===== config.mk =====
export PLATFORM = sky130hd
export DESIGN_NAME = pe_mem_sequencer
export DESIGN_NICKNAME = d
export VERILOG_FILES = /design/src/rtl/pe_seq_pkg.sv /design/src/rtl/pe_seq_row_counter.sv /design/src/rtl/pe_mem_sequencer.sv
export SDC_FILE = /design/constraint.sdc
export NUM_CORES = 1
export LEC_CHECK = 0
export ABC_CLOCK_PERIOD_IN_PS = 3800
export BUFFER_PORTS_ARGS = -buffer_cell sky130_fd_sc_hd__buf_2
export CORE_ASPECT_RATIO = 0.7
export CORE_MARGIN = 1.5
export CORE_UTILIZATION = 35
export CTS_CLUSTER_DIAMETER = 30
export DETAILED_ROUTE_END_ITERATION = 8
export PLACE_DENSITY_LB_ADDON = 0.08
export SYNTH_ARGS = -nofsm -noshare
export SYNTH_HDL_FRONTEND = slang
export SYNTH_SLANG_ARGS = --single-unit

===== constraint.sdc =====
create_clock -name w_clk -period 3.8 [get_ports w_clk]
set_clock_uncertainty 0.2 [all_clocks]
set_input_delay 0.38 -clock w_clk [delete_from_list [all_inputs] [get_ports w_clk]]
set_output_delay 0.38 -clock w_clk [all_outputs]
set_load 0.05 [all_outputs]

===== src/rtl/pe_seq_pkg.sv =====
// Shared constants and FSM state encoding for the PE memory sequencer.
// The CLEAR state exists only when PE_SEQ_DRAIN_CLEAR_EN is defined.
package pe_seq_pkg;

  localparam int DEPTH  = 64;
  localparam int ADDR_W = 6;
  localparam int LEN_W  = 7;

  typedef enum logic [2:0] {
    IDLE       = 3'd0,
    FILL       = 3'd1,
    RD_ISSUE   = 3'd2,
    RD_CAPTURE = 3'd3,
    OUT_HOLD   = 3'd4,
`ifdef PE_SEQ_DRAIN_CLEAR_EN
    CLEAR      = 3'd5,
`endif
    DONE       = 3'd6
  } seq_state_t;

endpackage


===== src/rtl/pe_seq_row_counter.sv =====
// Row counter for the PE memory sequencer: synchronous clear, increment,
// and a terminal flag when the count reaches the last row index.
// The counter never steps past the last index, so it cannot wrap.
module pe_seq_row_counter
  import pe_seq_pkg::*;
(
  input  logic              w_clk,
  input  logic              w_rst_n,
  input  logic              clr,
  input  logic              inc,
  input  logic [ADDR_W-1:0] last_idx,
  output logic [ADDR_W-1:0] count,
  output logic              last
);

  assign last = (count == last_idx);

  // count register: clear has priority, increment stops at the last row
  always_ff @(posedge w_clk or negedge w_rst_n) begin
    if (!w_rst_n) begin
      count <= '0;
    end else if (clr) begin
      count <= '0;
    end else if (inc && !last) begin
      count <= count + 1'b1;
    end
  end

endmodule


===== src/rtl/pe_mem_sequencer.sv =====
// PE memory sequencer: fills len rows of the PE memory from the input
// stream, then reads them back one at a time onto the output stream.
// Optional feature macro: PE_SEQ_DRAIN_CLEAR_EN adds a one-cycle memory
// clear (r_mem_ready low) after the last drained word.
//
// state      | meaning
// -----------+------------------------------------------------------
// IDLE       | waiting for w_start; memory enabled, nothing in flight
// FILL       | accept input words, store one row per handshake
// RD_ISSUE   | present read address of the current row
// RD_CAPTURE | register memory read data into r_out_data
// OUT_HOLD   | r_out_valid high until w_out_ready
// CLEAR      | (PE_SEQ_DRAIN_CLEAR_EN) r_mem_ready low for one cycle
// DONE       | r_done pulse, then back to IDLE
module pe_mem_sequencer
  import pe_seq_pkg::*;
#(
  parameter int num_bits = 8,
  parameter int DEPTH    = pe_seq_pkg::DEPTH
) (
  input  logic                w_clk,
  input  logic                w_rst_n,
  input  logic                w_start,
  input  logic [LEN_W-1:0]    w_len,
  input  logic                w_in_valid,
  input  logic [num_bits-1:0] w_in_data,
  output logic                r_in_ready,
  output logic                r_out_valid,
  output logic [num_bits-1:0] r_out_data,
  output logic                r_out_last,
  input  logic                w_out_ready,
  output logic                r_mem_ready,
  output logic                r_mem_rw,
  output logic [ADDR_W-1:0]   r_mem_address,
  output logic [num_bits-1:0] r_mem_data_in,
  input  logic [num_bits-1:0] w_mem_data_out,
  output logic                r_busy,
  output logic                r_done
);

  localparam logic [LEN_W-1:0] MAX_LEN = LEN_W'(DEPTH);

  seq_state_t          state, nxt_state;
  logic [LEN_W-1:0]    len_sat;
  logic [ADDR_W-1:0]   last_idx;
  logic [ADDR_W-1:0]   row;
  logic                row_last;
  logic                cnt_clr;
  logic                cnt_inc;
  logic                len_ld;
  logic                mem_ready_c;
  logic                mem_rw_c;
  logic [num_bits-1:0] mem_data_c;

  assign len_sat = (w_len > MAX_LEN) ? MAX_LEN : w_len;

  pe_seq_row_counter u_row_counter (
    .w_clk    (w_clk),
    .w_rst_n  (w_rst_n),
    .clr      (cnt_clr),
    .inc      (cnt_inc),
    .last_idx (last_idx),
    .count    (row),
    .last     (row_last)
  );

  // state register
  always_ff @(posedge w_clk or negedge w_rst_n) begin
    if (!w_rst_n) begin
      state <= IDLE;
    end else begin
      state <= nxt_state;
    end
  end

  // latch the saturated length as a last-row index when a run starts
  always_ff @(posedge w_clk or negedge w_rst_n) begin
    if (!w_rst_n) begin
      last_idx <= '0;
    end else if (len_ld) begin
      last_idx <= ADDR_W'(len_sat - 1'b1);
    end
  end

  // read data is captured one cycle after the address was issued
  always_ff @(posedge w_clk or negedge w_rst_n) begin
    if (!w_rst_n) begin
      r_out_data <= '0;
    end else if (state == RD_CAPTURE) begin
      r_out_data <= w_mem_data_out;
    end
  end

  // next-state and memory-side control
  always_comb begin
    nxt_state   = state;
    cnt_clr     = 1'b0;
    cnt_inc     = 1'b0;
    len_ld      = 1'b0;
    mem_ready_c = 1'b1;
    mem_rw_c    = 1'b0;
    mem_data_c  = '0;
    case (state)
      IDLE: begin
        if (w_start) begin
          len_ld    = 1'b1;
          cnt_clr   = 1'b1;
          nxt_state = (len_sat == '0) ? DONE : FILL;
        end
      end
      FILL: begin
        if (w_in_valid) begin
          mem_rw_c   = 1'b1;
          mem_data_c = w_in_data;
          if (row_last) begin
            cnt_clr   = 1'b1;
            nxt_state = RD_ISSUE;
          end else begin
            cnt_inc = 1'b1;
          end
        end
      end
      RD_ISSUE: begin
        nxt_state = RD_CAPTURE;
      end
      RD_CAPTURE: begin
        nxt_state = OUT_HOLD;
      end
      OUT_HOLD: begin
        if (w_out_ready) begin
          if (row_last) begin
`ifdef PE_SEQ_DRAIN_CLEAR_EN
            nxt_state = CLEAR;
`else
            nxt_state = DONE;
`endif
          end else begin
            cnt_inc   = 1'b1;
            nxt_state = RD_ISSUE;
          end
        end
      end
`ifdef PE_SEQ_DRAIN_CLEAR_EN
      CLEAR: begin
        mem_ready_c = 1'b0;
        nxt_state   = DONE;
      end
`endif
      DONE: begin
        nxt_state = IDLE;
      end
      default: begin
        nxt_state = IDLE;
      end
    endcase
  end

  // memory outputs are forced low while reset is held so the memory clears
  assign r_mem_ready   = w_rst_n & mem_ready_c;
  assign r_mem_rw      = w_rst_n & mem_rw_c;
  assign r_mem_address = w_rst_n ? row : '0;
  assign r_mem_data_in = w_rst_n ? mem_data_c : '0;

  assign r_in_ready  = (state == FILL);
  assign r_out_valid = (state == OUT_HOLD);
  assign r_out_last  = (state == OUT_HOLD) && row_last;
  assign r_done      = (state == DONE);
  assign r_busy      = (state != IDLE);

endmodule


======== Yosys cells after proc, flatten, opt, wreduce, memory -nomap -nowiden ========
Cells that the tools add are included.
operators by class
  multipliers ............................. 0
  reduce and logical (&&, ||, !) cells .... 8
  muxes and demuxes ....................... 25
  div/mod/pow operators ................... 0
  order comparisons ....................... 1
  eq/ne operators ......................... 10
  add/sub/neg operators ................... 2
  shift operators ......................... 0
  bitwise gates (word level) .............. 1
operators by type and width
  cell                 number
  $mux 8               3
  $mux 3               6
  $mux 6               3
  $pmux 3 s5           1
  $mux 1               9
  $gt 7x7->1 const B   1
  $logic_not 7->1      1
  $mux 7               1
  $add 6x1->6 const B  1
  $eq 3x2->1 const B   2
  $eq 3x3->1 const B   2
  $eq 6x6->1           1
  $sub 6x1->6 const B  1
  $ne 2x1->1 const B   2
  $ne 2x2->1 const B   2
  $pmux 1 s2           2
  $reduce_and 4->1     1
  $eq 3x1->1 const B   1
  $logic_not 3->1      1
  $reduce_bool 3->1    1
  $logic_and 1x1->1    2
  $reduce_bool 2->1    1
  $and 1x1->1          1
  $logic_not 1->1      1
storage, ports and cells
  bits of input ports ..................... 28
  logic and storage cells ................. 51
  bits in latches ......................... 0
  memories ................................ 0
  output and inout bits ................... 29
  register bits after elaboration ......... 23
  bits in read-only memories .............. 0
  memory bits (writable) .................. 0

======== Logic depth before layout (Yosys ltp) ========
  word-level depth ........................ 7
  depth in mapped cells ................... 7

======== Cells and area by module ========
From an unflattened synthesis, not the netlist that was laid out.
unflattened totals
  cell total of the unflattened synthesis .. 144
  area total of the unflattened synthesis .. 1401.3 um^2
modules (own cells, without submodules)
  module              sequential area each (um^2)  area each (um^2)  times used  cells each
  pe_mem_sequencer    425.4                        1004.7            1           103
  pe_seq_row_counter  150.1                        396.6             1           41

======== Least setup slack after synthesis ========
Ideal clock, no wire load.
  kind .................................... register to output
  start ................................... reg state[1]
  end ..................................... out r_mem_data_in[0]
  required time ........................... 3.220 ns
  setup slack ............................. 0.856 ns
  path buffers ............................ 2
  data arrival time ....................... 2.364 ns
  cell stages (with the launch flop) ...... 6
  cells stage by stage .................... dfrtp_1 -> buf_4 -> nor3b_4 -> and3_1 -> clkbuf_1 -> and2_1
on the way
  word-level cells in the longest chain between the ends .. 3
RTL lines
  element                 line                     source
  start, declared         pe_mem_sequencer.sv:43   seq_state_t state, nxt_state;
  start signal, assigned  pe_mem_sequencer.sv:72   state <= nxt_state;
  $eq 3x1->1              n/a
  named net r_in_ready    pe_mem_sequencer.sv:27   output logic r_in_ready,
  $mux 8                  pe_mem_sequencer.sv:103  case (state)
  $mux 8                  pe_mem_sequencer.sv:162  assign r_mem_data_in = w_rst_n ? mem_data_c : '0;
  end, declared           pe_mem_sequencer.sv:35   output logic [num_bits-1:0] r_mem_data_in,
The timed path passes the listed nets, and every way through them passes these cells.

======== Worst setup path in the final report ========
  start ................................... in w_rst_n
  end ..................................... out r_mem_data_in[2]
on the way
  word-level cells in the longest chain between the ends .. 1
RTL lines
  element          line                     source
  start, declared  pe_mem_sequencer.sv:22   input logic w_rst_n,
  $mux 8           pe_mem_sequencer.sv:162
Every way passes these cells.

==> impl_results.md <==
* Depth of the worst register-to-register path at 4
* Endpoint type of the worst setup path: output pin
* Chip Width at 78.4 µm
* Share of the synthesized area in compound gates (AO/OA/AOI/OAI) at 0.120
* I/O pins at 57
* Number of distinct library cells after synthesis at 39
* Vias after detailed routing at 1199
* Clock transition at the register clock pins on the worst setup and hold paths after CTS at 0.07 ns
* List of most frequent post-synthesis cells: dfrtp_1, and2_1, nand2_1
* Die Y-Extent at 55.8 µm
* Capture endpoint of the worst hold path: last_idx[0]
* CP max FO at 31
* Starting density of the core at 0.380
* DRC errors left at 0
* Share of the clock period used by the worst path at 0.734
* Fraction of synthesized cell area in xor and xnor cells at 0.0566
* Antenna Cells at 0
* Mux contribution to synthesized area at 0.0790
* Layout filler cell count at 361
* Setup repair after global routing missed its margin: no
* Number of register bits inferred by synthesis at 23
* Final Setup Violations at 0
* CTS Root Buffer Type: clkbuf_8
* Top area cells in the synthesized netlist: dfrtp_1, and2_1, mux2_2, xnor2_1, nand2_1
* Worst setup path startpoint: w_rst_n
* Fraction of layout cells with a size suffix above 1 at 0.394
* Count of flip-flops with a built-in enable after synthesis at 0
* Critical setup path kind: primary input to output pin
* Critical path data arrival time at 2.21 ns
* Hold WC Path Type: primary input to flop
* Post-synthesis simple-gate area fraction at 0.276
* Static leakage at 0.000835 µW
* Die Outline Area at 0.00438 mm²
* Adder-cell share of the synthesized area at 0.0180
* Setup Slack @ Placement at 1.51 ns
* Area of the mapped netlist at 0.00139 mm²
* Routed wire length per instance at 12.8 µm
* Ratio of routed vias to standard cells at 4.83
* Layout net count at 229
* Mean area per synthesized cell at 9.75 µm²
* Max Transition Viols Final at 0
* Transition time of the tightest slew-check pin at 0.588 ns
* Clock buffer depth at 2
* Worst IR drop on VDD at 0.362 mV
* Total cell area at the placement stage at 0.00170 mm²
* Ys async rst share at 1.00
* Flop-to-flop setup slack at 1.83 ns
* Drt first-iter violations at 63
* Vias in the first global route at 1146
* Initial antenna violation count at 0
* Internal power at 673 µW
* Number of buffers inserted during clock tree synthesis at 3
* Detailed-route wire length at 3160 µm
* Largest net degree at the start of global routing at 32
* Delay of the slowest critical-path stage at 0.53 ns
* HPWL after DPL at 2550 µm
* First-pass GRT wire length at 5390 µm
* Worst flop-to-flop path endpoint: u_row_counter.count[1]
* Area of the core region at 0.00367 mm²
* Sequential area share after synthesis at 0.413
* Worst slew margin relative to its limit at 0.608
* FF-to-FF Start: state[0]
* Switching power at 683 µW
* Number of setup buffers added after CTS at 0
* Port Buffers at 56
* Power per standard cell area at 774 mW/mm²
* Post-synthesis instance total at 143
* Clock period minus worst slack at 2.79 ns
* Leftover overflow at the end of global routing at 0
* Combinational family with the most area after synthesis: simple AND/OR/NAND/NOR gates
* Max stage delay cell, worst path: dlygate4sd3_1
* Hold Vio Cnt, Final at 0
* Post-synth top flop: dfrtp_1
* Clock sink count at 23
* Startpoint kind of the worst setup timing path: primary input
* Share of power burned in the clock network at 0.110
* Outcome: complete, no violations
* Library cell with the highest instance count after synthesis: dfrtp_1
* Required time at the endpoint of the critical path at 3.22 ns
* Total track usage at 0.156
* Sequential Power Share at 0.341
* PnR worst setup slack at 1.01 ns
* Last weighted congestion value of the routability-driven placer at 0.729
* Routed Antenna Nets at 0
* Cell chain of the critical path: dlygate4sd3_1, buf_2, and3_1, and2_1, buf_2
* Clock H-tree levels at 1
* CTS tree: built
* Clock latency on the worst-skew pair at 0.27 ns
* Crit-path most repeated cell: buf_2
* Count of warnings emitted by yosys at 0
* Max frequency at 0.359 GHz
* Post-CTS sizing at 0
* Hold Startpoint: w_len[0]
* Area growth, synth to finish at 25.8%
* Number of placement rows at 18
* Area share of the leading cell type in the synthesized netlist at 0.413
* Biggest area consumer among synthesized cells: dfrtp_1
* Switching portion of total power at 0.504
* Hold Crit Depth at 2
* Max-cap violation count at 0
* Cell area after layout at 0.00175 mm²
* Number of iterations in the first detailed-routing pass at 4
* Combinational share of power at 0.548
* Setup_tns at 0 ns
* Synth Net Count at 173
cell usage in the layout (no fill, tap or decap), types with 2 or more instances in the layout:
cell / n
a21oi_1: 5
a31oi_1: 3
and2_1: 15
buf_2: 56
clkbuf_8: 3
dfrtp_1: 23
ha_1: 2
inv_1: 3
mux2_2: 8
mux2i_1: 2
nand2_1: 13
nand2_2: 2
nand3_1: 4
nand3b_1: 2
nand4_1: 3
nor2_1: 8
nor2b_1: 2
nor3_1: 5
nor3b_1: 2
o21ai_0: 9
or3_1: 3
xnor2_1: 8
worst max-delay path: cells and delay by family:
family                 cells  cell delay [ns]
buffers and inverters      3             1.28
and+or+nand+nor            2             0.54
metrics by stage:
step                utilization  hold slack, ns  power, µW  std cells
finish                    0.478           0.122       1360        248
global route              0.478           0.119       1460        248
CTS                       0.478           0.118       1370        248
detailed placement        0.462           0.218       1220        243
global placement          0.462           0.215       1200        243
floorplan                     -          -0.116       1070        143
area by class of cell:
class	instances	area (µm²)	area share
Clock buffer	3	41.3	0.0236
Clock inverter	1	5.00	0.00286
Inverter	3	11.3	0.00642
Multi-Input combinational cell	111	767	0.438
Sequential cell	23	576	0.328
Tap cell	50	62.6	0.0357
Timing Repair Buffer	57	290	0.166
flip-flops by register name (all words and copies together), names as in the netlist:
name	flops
last_idx	6
r_out_data	8
state	3
u_row_counter.count	6
how the worst max path moves through the flow:
stage | to | cells past startpoint
2_1_floorplan | r_mem_data_in[0] | 5
3_3_place_gp | r_mem_data_in[0] | 4
3_5_place_dp | r_mem_data_in[2] | 4
4_1_cts | r_mem_data_in[2] | 5
5_1_grt | r_mem_data_in[2] | 5
6_report | r_mem_data_in[2] | 5
logic make-up after synthesis:
| family | count (synthesis) |
|---|---|
| and+or+nand+nor | 65 |
| AOI/OAI and AO/OA | 25 |
| DFF | 23 |
| muxes | 10 |
| xor gates and xnor gates | 9 |
| buffers and inverters | 9 |
| adders and majority gates | 2 |
routing by layer:
layer | share of wire | track usage
met5 | 0 | 0
met4 | 0.0019 | 0.0306
met3 | 0.051 | 0.0344
met2 | 0.49 | 0.253
met1 | 0.46 | 0.214
power by group through the flow:
stage | sequential [µW] | combinational [µW] | clock [µW]
after global routing | 487 | 802 | 170
after global placement | 461 | 739 | 0
final | 463 | 743 | 150
after detailed placement | 470 | 748 | 0
after CTS | 464 | 751 | 154
after floorplan | 569 | 497 | 0
timing repair:
action,in CTS,in global routing
setup endpoints to repair,0,0
hold buffers,1,0
endpoints found under the hold margin,23,0
Note: power is estimated with default switching activity, not from simulation.
